## config.mk

```make
export PLATFORM = sky130hd
export DESIGN_NAME = uart_cmd_master
export DESIGN_NICKNAME = d
export VERILOG_FILES = /design/src/rtl/uart_cmd_master_pkg.sv /design/src/rtl/uart_cmd_timer.sv /design/src/rtl/uart_cmd_master.sv
export SDC_FILE = /design/constraint.sdc
export NUM_CORES = 1
export LEC_CHECK = 0
export CAP_MARGIN = 10
export CELL_PAD_IN_SITES_DETAIL_PLACEMENT = 1
export CELL_PAD_IN_SITES_GLOBAL_PLACEMENT = 1
export CORE_MARGIN = 4
export CORE_UTILIZATION = 43
export CTS_CLUSTER_DIAMETER = 80
export CTS_CLUSTER_SIZE = 12
export DETAILED_ROUTE_END_ITERATION = 10
export PLACE_DENSITY_LB_ADDON = 0.12
export SLEW_MARGIN = 20
export SYNTH_ARGS = -nofsm -noshare
export SYNTH_HDL_FRONTEND = slang
export SYNTH_SLANG_ARGS = --single-unit
```

## constraint.sdc

```tcl
create_clock -name CLK -period 4 [get_ports CLK]
set_input_delay 0.8 -clock CLK [delete_from_list [all_inputs] [get_ports CLK]]
set_output_delay 0.8 -clock CLK [all_outputs]
set_load 0.02 [all_outputs]
```

## src/rtl/uart_cmd_master_pkg.sv

```systemverilog
// Shared encodings, frame constants and per-command sizing for the UART command master.
package uart_cmd_master_pkg;

    typedef enum logic [1:0] {
        CmdRegWr  = 2'd0,
        CmdRegRd  = 2'd1,
        CmdAluOp  = 2'd2,
        CmdAluNop = 2'd3
    } cmd_type_e;

    localparam logic [7:0] HdrRegWr  = 8'hAA;
    localparam logic [7:0] HdrRegRd  = 8'hBB;
    localparam logic [7:0] HdrAluOp  = 8'hCC;
    localparam logic [7:0] HdrAluNop = 8'hDD;

    typedef enum logic [2:0] {
        StIdle,
        StLoad,
        StWaitHi,
        StWaitLo,
        StWaitRsp,
        StDone
    } state_e;

    function automatic logic [2:0] tx_bytes(input cmd_type_e t);
        unique case (t)
            CmdRegWr:  return 3'd3;
            CmdRegRd:  return 3'd2;
            CmdAluOp:  return 3'd4;
            CmdAluNop: return 3'd2;
        endcase
    endfunction

    function automatic logic [1:0] rsp_bytes(input cmd_type_e t);
        unique case (t)
            CmdRegWr:  return 2'd0;
            CmdRegRd:  return 2'd1;
            CmdAluOp:  return 2'd2;
            CmdAluNop: return 2'd2;
        endcase
    endfunction

    function automatic logic [7:0] frame_byte(input cmd_type_e t, input logic [1:0] idx,
                                              input logic [3:0] addr, input logic [7:0] op_a,
                                              input logic [7:0] op_b, input logic [3:0] fun);
        logic [7:0] b;
        b = 8'h00;
        unique case (t)
            CmdRegWr: begin
                case (idx)
                    2'd0:    b = HdrRegWr;
                    2'd1:    b = {4'h0, addr};
                    default: b = op_a;
                endcase
            end
            CmdRegRd:  b = (idx == 2'd0) ? HdrRegRd : {4'h0, addr};
            CmdAluOp: begin
                case (idx)
                    2'd0:    b = HdrAluOp;
                    2'd1:    b = op_a;
                    2'd2:    b = op_b;
                    default: b = {4'h0, fun};
                endcase
            end
            CmdAluNop: b = (idx == 2'd0) ? HdrAluNop : {4'h0, fun};
        endcase
        return b;
    endfunction

endpackage

```

## src/rtl/uart_cmd_timer.sv

```systemverilog
// Saturating elapsed-cycle counter; restart loads 1 so the count equals cycles since restart.
module uart_cmd_timer #(
    parameter int unsigned LIMIT = 15
) (
    input  logic CLK,
    input  logic RST,
    input  logic restart,
    input  logic enable,
    output logic expired
);

    localparam int unsigned W = $clog2(LIMIT + 1);
    localparam logic [W-1:0] MaxCnt  = W'(LIMIT);
    localparam logic [W-1:0] LastCnt = W'(LIMIT - 1);

    logic [W-1:0] cnt_q, cnt_d;

    always_comb begin
        cnt_d = cnt_q;
        if (restart) begin
            cnt_d = W'(1);
        end else if (enable && (cnt_q != MaxCnt)) begin
            cnt_d = cnt_q + W'(1);
        end
    end

    always_ff @(posedge CLK) begin
        if (!RST) begin
            cnt_q <= '0;
        end else begin
            cnt_q <= cnt_d;
        end
    end

    // Asserted in the cycle whose closing edge brings the count to LIMIT.
    assign expired = enable && !restart && (cnt_q >= LastCnt);

endmodule

```

## src/rtl/uart_cmd_master.sv

```systemverilog
// Serialises one command into UART frame bytes and assembles the response or flags a timeout.
module uart_cmd_master #(
    parameter int unsigned TIMEOUT_CYC = 65535,
    parameter int unsigned BUSY_GUARD  = 15
) (
    input  logic        CLK,
    input  logic        RST,
    input  logic        cmd_valid,
    output logic        cmd_ready,
    input  logic [1:0]  cmd_type,
    input  logic [3:0]  cmd_addr,
    input  logic [7:0]  cmd_op_a,
    input  logic [7:0]  cmd_op_b,
    input  logic [3:0]  cmd_fun,
    output logic [7:0]  TX_P_Data,
    output logic        TX_D_VLD,
    input  logic        Busy,
    input  logic [7:0]  RX_P_Data,
    input  logic        RX_D_VLD,
    output logic        rsp_valid,
    output logic [15:0] rsp_data,
    output logic        rsp_timeout
);
    import uart_cmd_master_pkg::*;

    state_e      state_q, state_d;
    cmd_type_e   type_q;
    logic [3:0]  addr_q, fun_q;
    logic [7:0]  op_a_q, op_b_q, tx_data_q;
    logic [1:0]  byte_idx_q;
    logic        rsp_idx_q;
    logic [15:0] rsp_buf_q, rsp_buf_d, rsp_data_q;
    logic        rsp_timeout_q;

    logic        accept, tx_strobe, last_tx, last_rsp, rx_take, no_rsp;
    logic        guard_en, guard_exp, tmo_en, tmo_restart, tmo_exp;
    logic [7:0]  cur_byte;
    logic [15:0] rsp_final;

    assign accept    = cmd_valid && (state_q == StIdle);
    assign tx_strobe = (state_q == StLoad) && !Busy;
    assign last_tx   = ({1'b0, byte_idx_q} == (tx_bytes(type_q) - 3'd1));
    assign last_rsp  = ({1'b0, rsp_idx_q} == (rsp_bytes(type_q) - 2'd1));
    assign no_rsp    = (rsp_bytes(type_q) == 2'd0);
    assign rx_take   = (state_q == StWaitRsp) && RX_D_VLD;
    assign cur_byte  = frame_byte(type_q, byte_idx_q, addr_q, op_a_q, op_b_q, fun_q);

    assign guard_en    = (state_q == StWaitHi);
    assign tmo_en      = (state_q == StWaitRsp);
    assign tmo_restart = ((state_q == StWaitLo) && !Busy && last_tx && !no_rsp) || rx_take;

    uart_cmd_timer #(.LIMIT(BUSY_GUARD)) u_guard (
        .CLK     (CLK),
        .RST     (RST),
        .restart (tx_strobe),
        .enable  (guard_en),
        .expired (guard_exp)
    );

    uart_cmd_timer #(.LIMIT(TIMEOUT_CYC)) u_timeout (
        .CLK     (CLK),
        .RST     (RST),
        .restart (tmo_restart),
        .enable  (tmo_en),
        .expired (tmo_exp)
    );

    always_ff @(posedge CLK) begin
        if (!RST) begin
            state_q <= StIdle;
        end else begin
            state_q <= state_d;
        end
    end

    always_comb begin
        state_d = state_q;
        unique case (state_q)
            StIdle:    if (accept) state_d = StLoad;
            StLoad:    if (!Busy) state_d = StWaitHi;
            StWaitHi:  if (Busy || guard_exp) state_d = StWaitLo;
            StWaitLo: begin
                if (!Busy) begin
                    if (!last_tx)    state_d = StLoad;
                    else if (no_rsp) state_d = StDone;
                    else             state_d = StWaitRsp;
                end
            end
            StWaitRsp: begin
                // A byte arriving on the expiry cycle takes priority over the timeout.
                if (RX_D_VLD) begin
                    if (last_rsp) state_d = StDone;
                end else if (tmo_exp) begin
                    state_d = StDone;
                end
            end
            StDone:    state_d = StIdle;
            default:   state_d = StIdle;
        endcase
    end

    always_comb begin
        cmd_ready   = (state_q == StIdle);
        TX_D_VLD    = tx_strobe;
        TX_P_Data   = tx_strobe ? cur_byte : tx_data_q;
        rsp_valid   = (state_q == StDone);
        rsp_data    = rsp_data_q;
        rsp_timeout = rsp_timeout_q;
    end

    always_comb begin
        rsp_buf_d = rsp_buf_q;
        if (rx_take) begin
            if (rsp_idx_q) rsp_buf_d[15:8] = RX_P_Data;
            else           rsp_buf_d[7:0]  = RX_P_Data;
        end
        unique case (type_q)
            CmdRegWr:  rsp_final = 16'h0000;
            CmdRegRd:  rsp_final = {8'h00, rsp_buf_d[7:0]};
            default:   rsp_final = rsp_buf_d;
        endcase
    end

    always_ff @(posedge CLK) begin
        if (!RST) begin
            type_q        <= CmdRegWr;
            addr_q        <= '0;
            fun_q         <= '0;
            op_a_q        <= '0;
            op_b_q        <= '0;
            tx_data_q     <= '0;
            byte_idx_q    <= '0;
            rsp_idx_q     <= 1'b0;
            rsp_buf_q     <= '0;
            rsp_data_q    <= '0;
            rsp_timeout_q <= 1'b0;
        end else begin
            if (accept) begin
                type_q     <= cmd_type_e'(cmd_type);
                addr_q     <= cmd_addr;
                fun_q      <= cmd_fun;
                op_a_q     <= cmd_op_a;
                op_b_q     <= cmd_op_b;
                byte_idx_q <= '0;
                rsp_idx_q  <= 1'b0;
                rsp_buf_q  <= '0;
            end else begin
                rsp_buf_q <= rsp_buf_d;
            end
            if (tx_strobe) tx_data_q <= cur_byte;
            if ((state_q == StWaitLo) && !Busy && !last_tx) byte_idx_q <= byte_idx_q + 2'd1;
            if (rx_take) rsp_idx_q <= ~rsp_idx_q;
            if ((state_d == StDone) && (state_q != StDone)) begin
                rsp_data_q    <= rsp_final;
                rsp_timeout_q <= (state_q == StWaitRsp) && !RX_D_VLD;
            end
        end
    end

endmodule

```

==> results.ini, run 1 <==
[outcome]
status = complete, no violations

[cts]
cts_buffer_depth = 2
cts.sinks = 93
ctsRootBufferMaster = clkbuf_8
clkTransAtPathRegs_ns = 0.09
cts_tree = yes
htreeDepth = 3
post-cts-setup-buffers = 0
cts_buffers = 9
holdBufCountCts = 0
insertion_delay_ns = 0.36

[timing]
period_needed_ns = 3.840
rsz0062_at_grt = false
slew_headroom = 0.3220
setup_viol = 0
fin_skew_ns = 0.009386
finalHoldViolations = 0
max_freq_mhz = 260.5
tightest_slew_ns = 1.017
setup_tns_ns = 0
timing.final.crit_share = 0.9599
slew_violations = 0

[logic_synthesis]
yosys_warnings = 0
synth_flop_cell = dfxtp_1
synthMuxAreaShare = 0.04993
ys_types = 63
syn_nets = 555
synth_xor_area_frac = 0.03657
synth_top_area_frac = 0.4319
ys_seq_area_frac = 0.4319
synth_top_family_by_area = simple AND/OR/NAND/NOR gates
synth_top_area_cell = dfxtp_1
syn-cell-area_sq_um = 4310
ys_seq_elements = 93
synthArstFlopShare = 0
syn_avg_cell_area_sq_um = 8.485
synthAdderAreaFrac = 0.02322
yosys.area_share.simple = 0.2586
synthTopCellsByArea = dfxtp_1, nand2_1, a21oi_1
synth-edff-count = 0
synth-compound-area-share = 0.1576
syn_inst = 508

[floorplan]
num_rows = 36
core_area_sq_um = 9774
die_h_um = 108.1
die_area_sq_um = 11690
io_pins = 67
chipWidth_um = 108.1
initial_utilization = 0.4410

[final_layout]
drive_above_1_share = 0.06526
syn2layout_area_growth_pct = 21.92
final-seq-area_sq_um = 1862
stdcell_count = 700
multi_input_area_sq_um = 2270
fin_nets = 609
fill_cells = 1199
antennaDiodeCount = 0

[critical_path]
cp-start-kind = input port
arrival_ns = 3.04
end_kind = output pin
crit_type = in2out
required_ns = 3.20
crit_path_max_fanout = 10

[min_path]
min_path_type = reg2reg

[pwr]
p_seq_frac = 0.524
ir_drop_v = 0.0002376
p_int_w = 0.001396
power_frac_comb = 0.110
power.density_nw_per_um2 = 354.7
power_w = 0.001864
p_sw_frac = 0.2509
pwr-share-clk = 0.365
p_leak_nw = 1.824
power.switching_w = 0.0004677

[detailed_routing]
drc = 0
dr.pass1.iters = 4
via_per_inst = 5.376
via_count = 3763
routed_wl_um = 11370
drtIter0Drc = 179
avgRoutedWirePerCell_um = 16.24
drtAntennaViolNets = 0

[place]
dp_hpwl_um = 8148
gp_congestion = 0.8433
io_buffers = 66
placed_cells = 684

[global_routing]
overflow = 0
track_usage = 0.2050
grt_pass1_vias = 3843
grt_max_degree = 36
antenna_found_initial = 0
grt_pass1_wl_um = 18930

[job]
drv_cap = 0

==> kinds of logic (layout without fill, tap and decap cells) <==
kind of cell	Yosys count	in the layout
and+or+nand+nor	226	226
AOI/OAI and AO/OA	102	102
DFF	93	93
buffers and inverters	40	99
muxes	21	21
xor gates and xnor gates	18	18
adders and majority gates	8	8
==> state kept, by name (all words and copies together), names as in the netlist <==
register	flops
op_a_q	8
addr_q	4
fun_q	4
op_b_q	8
rsp_buf_q	16
type_q	2
u_guard.cnt_q	4
tx_data_q	8
rsp_idx_q	1
byte_idx_q	2
rsp_data	16
rsp_timeout	1
u_timeout.cnt_q	16
state_q	3
==> repair_timing <==
action | 4_1_cts | 5_1_grt
hold endpoints to repair | 0 | 0
setup endpoints to repair | 0 | 1
gates resized for setup | 0 | 1
==> metal layers <==
metal | vias up | track usage | share of wire
li1 | 1882 | - | -
met1 | 1814 | 0.2750 | 0.49
met2 | 56 | 0.3366 | 0.47
met3 | 11 | 0.04119 | 0.031
met4 | 0 | 0.05591 | 0.0090
met5 | - | 0 | 0
==> placed cells by master, fill, tap and decap left out, drive strengths merged, types with 4 or more instances in the layout <==
cell type and count:
dfxtp 93, nand2 89, clkdlybuf4s50 66, nor2 53
a21oi 44, xnor2 18, nor4 18, mux2i 17
o21bai 16, nand3 14, inv 12, nor3 11
clkbuf 10, o21ai 9, and2 8, ha 8
nand2b 6, a211oi 6, nand4 6, buf 5
mux2 4
==> synth_stat cells, types with 2 or more instances <==
cell type	n
and3_1	3
buf_2	6
mux2_2	4
ha_1	8
and4_1	2
nor4_1	17
clkbuf_1	14
nand3b_1	3
nor2_1	51
o31ai_1	2
dfxtp_1	93
nor2b_1	2
inv_2	2
mux2i_1	17
nand2b_1	6
o21a_1	2
a22oi_1	2
nand2_1	89
and2_1	8
nor3_1	9
buf_6	2
or3_1	3
a31oi_1	3
a21oi_1	44
o21ai_0	4
o211ai_1	2
a221oi_1	2
o21ai_1	5
nor2_4	2
a211oi_1	6
o21bai_1	16
nor3_2	2
inv_1	9
buf_4	2
xnor2_1	18
buf_1	3
nand3_1	14
nand4_1	6
==> per-stage QoR <==
step / hold slack (ns) / setup slack [ns] / utilization / area, sq um
after global routing: 0.4799 / 0.001255 / 0.5376 / 5255
after detailed placement: 0.4454 / 0.1590 / 0.5155 / 5039
after global placement: 0.4427 / 0.2276 / 0.5155 / 5039
final: 0.4552 / 0.1605 / 0.5376 / 5255
after floorplan: 0.4318 / 1.117 / - / 4310
after CTS: 0.4585 / 0.1511 / 0.5374 / 5253
==> worst paths after layout <==
| path | startpoint | to | slack, ns | cells past startpoint |
|---|---|---|---|---|
| worst max-delay path | Busy | TX_P_Data[7] | 0.16 | 6 |
| worst min-delay path | rsp_data[9] | rsp_data[9] | 0.46 | 2 |
| worst max register to register | u_timeout.cnt_q[6] | rsp_data[3] | 1.53 | 5 |
| worst min register to register | rsp_data[9] | rsp_data[9] | 0.46 | 2 |
==> power groups by stage <==
| stage | combinational, W | clock (W) | sequential (W) |
|---|---|---|---|
| after global routing | 0.000227 | 0.000739 | 0.000982 |
| final | 0.000206 | 0.000681 | 0.000978 |
| after CTS | 0.000208 | 0.000702 | 0.000977 |
| after global placement | 0.000202 | 0 | 0.000998 |
| after detailed placement | 0.000206 | 0 | 0.000999 |
| after floorplan | 0.000126 | 0 | 0.000982 |
==> layout make-up <==
| cell class | count | area share |
|---|---|---|
| Clock buffer | 10 | 0.02429 |
| Clock inverter | 6 | 0.01643 |
| Inverter | 12 | 0.008571 |
| Multi-Input combinational cell | 375 | 0.4319 |
| Sequential cell | 93 | 0.3543 |
| Tap cell | 133 | 0.03167 |
| Timing Repair Buffer | 71 | 0.1329 |
==> critical path: stages <==
cell and delay (ns):
clkdlybuf4s50_1 0.45, nand2b_1 0.23, or3_1 0.43, inv_2 0.21
mux2_2 0.37, clkdlybuf4s50_1 0.54
No activity file was read; power rests on OpenSTA's default activity.
==> run 2: changes to the inputs <==
--- a/config.mk
+++ b/config.mk
@@ -8,7 +8,6 @@
 export CAP_MARGIN = 10
 export CELL_PAD_IN_SITES_DETAIL_PLACEMENT = 1
 export CELL_PAD_IN_SITES_GLOBAL_PLACEMENT = 1
-export CORE_MARGIN = 4
 export CORE_UTILIZATION = 43
 export CTS_CLUSTER_DIAMETER = 80
 export CTS_CLUSTER_SIZE = 12
==> results.ini, run 2 (synthesized netlist as in run 1, its figures left out) <==
[place]
gp_congestion = 0.8260  ; -2.1%
dpl_cell_area_sq_um = 5054  ; +0.30%
dp_hpwl_um = 8182  ; +0.41%
io_buffers = 66  ; unchanged

[detailed_routing]
drtIter0Drc = 127  ; -29%
avgRoutedWirePerCell_um = 16.36  ; +0.73%
via_count = 3784  ; +0.56%
via_per_inst = 5.390  ; +0.27%
routed_wl_um = 11490  ; +1.0%
drtAntennaViolNets = 0  ; unchanged
drc = 0  ; unchanged
dr.pass1.iters = 4  ; unchanged

[outcome]
status = complete, no violations

[floorplan]
chipWidth_um = 102.1  ; -5.5%
core_area_sq_um = 9729  ; -0.46%
io_pins = 67  ; unchanged
die_h_um = 102.1  ; -5.5%
die_area_sq_um = 10430  ; -11%
initial_utilization = 0.4430  ; +0.002042
num_rows = 36  ; unchanged

[global_routing]
antenna_found_initial = 0  ; unchanged
grt_max_degree = 36  ; unchanged
grt_pass1_wl_um = 18880  ; -0.29%
overflow = 0  ; unchanged
track_usage = 0.2355  ; +0.03056
grt_pass1_vias = 3810  ; -0.86%

[critical_path]
cp.buffers_inverters = 3  ; unchanged
cp-start-kind = input port
cpMostUsedCell = clkdlybuf4s50_1
end_kind = output pin
required_ns = 3.20  ; about the same
ff2ff_setup_slack_ns = 1.57  ; +0.04 ns
path_delay_family = buffers and inverters
path_cells = clkdlybuf4s50_1 -> nand2b_1 -> or3_1 -> buf_4 -> o31ai_1 -> clkdlybuf4s50_1
arrival_ns = 3.01  ; -0.03 ns
r2r-end = rsp_data[15]
crit_path_max_fanout = 9  ; -1
r2r-start = state_q[1]
slowest_stage = clkdlybuf4s50_1
ff2ff_path_depth = 5  ; unchanged
max_stage_delay_ns = 0.66  ; +0.12 ns
crit_type = in2out

[timing]
fin_skew_ns = 0.01143  ; +0.002043 ns
tightest_slew_ns = 1.035  ; +0.01792 ns
finalHoldViolations = 0  ; unchanged
rsz0062_at_grt = false
max_freq_mhz = 262.5  ; +0.80%
setup_tns_ns = 0  ; unchanged
slew_headroom = 0.3101  ; -0.01194
period_needed_ns = 3.809  ; -0.03064 ns
setup_viol = 0  ; unchanged
timing.final.crit_share = 0.9522  ; -0.007661
slew_violations = 0  ; unchanged

[cts]
holdBufCountCts = 0  ; unchanged
cts_buffers = 9  ; unchanged
postCtsResizedCells = 0  ; unchanged
clkTransAtPathRegs_ns = 0.09  ; about the same
post-cts-setup-buffers = 0  ; unchanged
cts_buffer_depth = 2  ; unchanged
cts_tree = yes
htreeDepth = 3  ; unchanged
ctsRootBufferMaster = clkbuf_8
cts.sinks = 93  ; unchanged
insertion_delay_ns = 0.38  ; +0.02 ns

[final_layout]
fin_nets = 611  ; +0.33%
fin_area_sq_um = 5295  ; +0.76%
drive_above_1_share = 0.06854  ; +0.003286
final_common_cell = dfxtp_1
antennaDiodeCount = 0  ; unchanged
syn2layout_area_growth_pct = 22.84
mostFrequentLayoutCells = dfxtp_1, nand2_1, clkdlybuf4s50_1, nor2_1, a21oi_1

[min_path]
hold_path_end = rsp_data[12]
hold_depth = 2  ; unchanged
min_path_type = reg2reg
min_from = rsp_data[12]

[job]
drv_cap = 0  ; unchanged

[pwr]
p_leak_nw = 1.844  ; +1.1%
ir_drop_v = 0.0002402  ; +1.1%
power_w = 0.001935  ; +3.8%
power.density_nw_per_um2 = 365.5  ; +3.0%

==> run 2: changes by cell type in the layout (fill, tap and decap cells not counted), sizes merged <==
| cell | before | now |
|---|---|---|
| buf | 5 | 7 |
| bufinv | 2 | 3 |
| inv | 12 | 11 |
==> run 2: metal layers <==
layer | vias to the layer above | share of wire | global-route usage | routed length, um
met2 | 74 | 0.47 | 0.3810 | 5352
met4 | 0 | 0.0089 | 0.05385 | 102
met5 | - | 0 | 0 | 0
li1 | 1883 | - | - | -
met3 | 10 | 0.043 | 0.06703 | 496
met1 | 1817 | 0.48 | 0.3113 | 5535
==> run 2: area by class of cell <==
| cell class | count | area (sq um) |
|---|---|---|
| Inverter | 12 | 45.04 |
| Tap cell | 133 | 166.4 |
| Clock inverter | 6 | 111.4 |
| Fill cell | 1205 | 4434 |
| Timing Repair Buffer | 73 | 713.2 |
| Clock buffer | 10 | 127.6 |
| Multi-Input combinational cell | 375 | 2270 |
| Sequential cell | 93 | 1862 |
==> run 2: worst max path at each step <==
stage	depth (start not counted)	slack (ns)	start	end
6_report	6	0.19	Busy	TX_P_Data[1]
5_1_grt	7	0.03	byte_idx_q[1]	TX_P_Data[1]
4_1_cts	7	0.17	byte_idx_q[0]	TX_P_Data[4]
3_5_place_dp	6	0.19	Busy	TX_P_Data[1]
3_3_place_gp	6	0.25	Busy	TX_P_Data[7]
2_1_floorplan	4	1.12	Busy	TX_P_Data[1]
==> run 2: worst reg2reg max path: cells and delay by family (launching register included) <==
| family | cells | cell delay, ns |
|---|---|---|
| flip-flops | 1 | 0.58 |
| buffers and inverters | 1 | 0.14 |
| AND/OR/NAND/NOR | 2 | 0.88 |
| AO/OA/AOI/OAI | 2 | 0.71 |
==> run 2: where the power goes <==
group / internal [W] / switching (W) / total [W]
Combinational: 0.0000938 / 0.000115 / 0.000209
Sequential: 0.000951 / 0.0000265 / 0.000978
Clock: 0.000415 / 0.000334 / 0.000749
Total: 0.00146 / 0.000475 / 0.00194
==> run 2: stage by stage <==
stage	util	std cells	worst slack, ns	hold slack (ns)
2_1_floorplan	-	508	1.117	0.4318
3_3_place_gp	0.5194	686	0.2478	0.4406
3_5_place_dp	0.5194	686	0.1919	0.4491
4_1_cts	0.5440	702	0.1671	0.4622
5_1_grt	0.5442	702	0.03381	0.4838
6_report	0.5442	702	0.1911	0.4598
==> run 3: changes to the inputs <==
--- a/config.mk
+++ b/config.mk
@@ -5,10 +5,9 @@
 export SDC_FILE = /design/constraint.sdc
 export NUM_CORES = 1
 export LEC_CHECK = 0
+export ABC_AREA = 1
 export CAP_MARGIN = 10
-export CELL_PAD_IN_SITES_DETAIL_PLACEMENT = 1
-export CELL_PAD_IN_SITES_GLOBAL_PLACEMENT = 1
-export CORE_UTILIZATION = 43
+export CORE_UTILIZATION = 53
 export CTS_CLUSTER_DIAMETER = 80
 export CTS_CLUSTER_SIZE = 12
 export DETAILED_ROUTE_END_ITERATION = 10
==> results.ini, run 3 <==
[outcome]
status = complete, no violations

[detailed_routing]
drc = 0  ; unchanged
via_count = 4302  ; +14%
via_per_inst = 5.208  ; -3.4%
dr.pass1.iters = 5  ; +1
avgRoutedWirePerCell_um = 12.71  ; -22%
routed_wl_um = 10500  ; -8.6%
drtAntennaViolNets = 0  ; unchanged
drtIter0Drc = 168  ; +32%

[timing]
max_freq_mhz = 282.7  ; +7.7%
fin_skew_ns = 0.01306  ; +0.001634 ns
period_needed_ns = 3.538  ; -0.2713 ns
setup_viol = 0  ; unchanged
setup_tns_ns = 0  ; unchanged
rsz0062_at_grt = false
finalHoldViolations = 0  ; unchanged
timing.final.crit_share = 0.8844  ; -0.06782
slew_headroom = 0.4559  ; +0.1458
tightest_slew_ns = 0.8108  ; -0.2241 ns
slew_violations = 0  ; unchanged

[cts]
ctsRootBufferMaster = clkbuf_8
htreeDepth = 3  ; unchanged
postCtsResizedCells = 0  ; unchanged
cts_buffer_depth = 2  ; unchanged
insertion_delay_ns = 0.36  ; -0.02 ns
cts_buffers = 9  ; unchanged
cts.sinks = 93  ; unchanged
holdBufCountCts = 0  ; unchanged
clkTransAtPathRegs_ns = 0.09  ; about the same
cts_tree = yes
post-cts-setup-buffers = 0  ; unchanged

[logic_synthesis]
synthArstFlopShare = 0  ; unchanged
synth_flop_cell = dfxtp_1
ys_seq_area_frac = 0.4103  ; -0.02167
synth_top_area_cell = dfxtp_1
syn_nets = 709  ; +28%
yosysMostFrequentCell = nand2_1
synthTopCellsByArea = dfxtp_1, nand2_1, nor2_1
syn_avg_cell_area_sq_um = 6.855  ; -19%
syn-cell-area_sq_um = 4538  ; +5.3%
ys_seq_elements = 93  ; unchanged
ys_types = 42  ; -33%
yosys_warnings = 0  ; unchanged
synthTopCellsByCount = nand2_1, dfxtp_1, nor2_1
synth-edff-count = 0  ; unchanged
syn_inst = 662  ; +30%
synth_top_area_frac = 0.4103  ; -0.02167

[global_routing]
antenna_found_initial = 0  ; unchanged
grt_pass1_wl_um = 17330  ; -8.2%
grt_max_degree = 44  ; +22%
overflow = 0  ; unchanged
grt_pass1_vias = 3930  ; +3.1%
track_usage = 0.2449  ; +0.009396

[floorplan]
chipWidth_um = 94.54  ; -7.4%
die_area_sq_um = 8937  ; -14%
io_pins = 67  ; unchanged
die_h_um = 94.54  ; -7.4%
initial_utilization = 0.5495  ; +0.1065
num_rows = 33  ; -8.3%
core_area_sq_um = 8258  ; -15%

[critical_path]
cp-start-kind = flop
ff2ff_path_depth = 8  ; +3
crit_path_max_fanout = 14  ; +5
r2r-start = u_timeout.cnt_q[1]
crit_type = reg2out
r2r-end = u_timeout.cnt_q[1]
end_kind = output pin
arrival_ns = 2.74  ; -0.27 ns
required_ns = 3.20  ; about the same
ff2ff_setup_slack_ns = 1.60  ; +0.03 ns

[pwr]
p_seq_frac = 0.527  ; +0.022
pwr-share-clk = 0.332  ; -0.055
power.density_nw_per_um2 = 343.4  ; -6.0%
p_sw_frac = 0.2750  ; +0.02954
ir_drop_v = 0.0002131  ; -11%
p_leak_nw = 2.327  ; +26%
power.switching_w = 0.0005129  ; +7.9%
power_frac_comb = 0.141  ; +0.033
power_w = 0.001865  ; -3.7%
p_int_w = 0.001352  ; -7.4%

[final_layout]
multi_input_area_sq_um = 2212  ; -2.5%
fill_cells = 776  ; -36%
fin_area_sq_um = 5430  ; +2.6%
fin_nets = 764  ; +25%
drive_above_1_share = 0.04854  ; -0.02000
syn2layout_area_growth_pct = 19.66
final_common_cell = nand2_1
mostFrequentLayoutCells = nand2_1, nor2_1, dfxtp_1, inv_1, clkdlybuf4s50_1
final-seq-area_sq_um = 1862  ; unchanged
antennaDiodeCount = 0  ; unchanged

[min_path]
hold_depth = 2  ; unchanged
min_from = fun_q[0]
hold_path_end = fun_q[0]
min_path_type = reg2reg

[place]
gp_congestion = 0.9304  ; +13%
io_buffers = 66  ; unchanged
dpl_cell_area_sq_um = 5241  ; +3.7%
dp_hpwl_um = 7602  ; -7.1%

[job]
drv_cap = 0  ; unchanged

## run 3: cell types whose count changed after synthesis, sizes merged, moves of 14 or more
cell / delta
a21oi: +17
inv: +81
nand2: +70
nor2: +43
nor4: -14
o21ai: +31
o21bai: -14
xnor2: -14
## run 3: kinds of logic after synthesis
kind of cell | count (synthesis) | synth area share
AOI/OAI and AO/OA | 127 | 0.1560
xor gates and xnor gates | 8 | 0.01544
adders and majority gates | 8 | 0.02206
buffers and inverters | 118 | 0.1023
DFF | 93 | 0.4103
muxes | 9 | 0.01985
and+or+nand+nor | 299 | 0.2741
## run 3: worst max-delay path by stage
stage | from | endpoint | slack [ns]
final | type_q[1] | TX_P_Data[3] | 0.46
after global routing | Busy | TX_P_Data[4] | 0.30
after CTS | Busy | TX_P_Data[4] | 0.44
after detailed placement | Busy | TX_P_Data[4] | 0.46
after global placement | Busy | TX_P_Data[4] | 0.53
after floorplan | Busy | TX_P_Data[3] | 1.26
## run 3: layout make-up
class	count	area share
Inverter	92	0.06359
Sequential cell	93	0.3429
Clock buffer	10	0.02350
Clock inverter	5	0.01129
Multi-Input combinational cell	451	0.4074
Tap cell	105	0.02419
Timing Repair Buffer	70	0.1272
## run 3: metrics by stage
step / utilization / setup slack, ns / instances / hold slack [ns]
final: 0.6576 / 0.4624 / 826 / 0.4666
after global routing: 0.6576 / 0.3022 / 826 / 0.4929
after CTS: 0.6576 / 0.4443 / 826 / 0.4722
after detailed placement: 0.6347 / 0.4597 / 811 / 0.4509
after global placement: 0.6347 / 0.5279 / 811 / 0.4480
after floorplan: - / 1.258 / 662 / 0.4244
## run 3: worst max-delay path, stage by stage, from the launching register on
cell	delay (ns)
dfxtp_1	0.47
nor2_2	0.59
inv_1	0.23
a21oi_1	0.16
o31ai_1	0.08
nand2_1	0.08
o22ai_1	0.10
inv_1	0.07
clkdlybuf4s50_1	0.59
## run 3: power groups by stage
stage | Sequential, W | Clock, W | Combinational, W
finish | 0.000983 | 0.000619 | 0.000262
floorplan | 0.000994 | 0 | 0.000162
global placement | 0.00100 | 0 | 0.000257
CTS | 0.000983 | 0.000626 | 0.000263
global route | 0.000987 | 0.000670 | 0.000289
detailed placement | 0.00100 | 0 | 0.000261
## run 3: per-layer routing
metal,vias up,global-route usage,share of wire
met3,15,0.03704,0.040
met1,1955,0.2992,0.45
li1,2232,-,-
met5,-,0,0
met2,100,0.4300,0.49
met4,0,0.09848,0.020
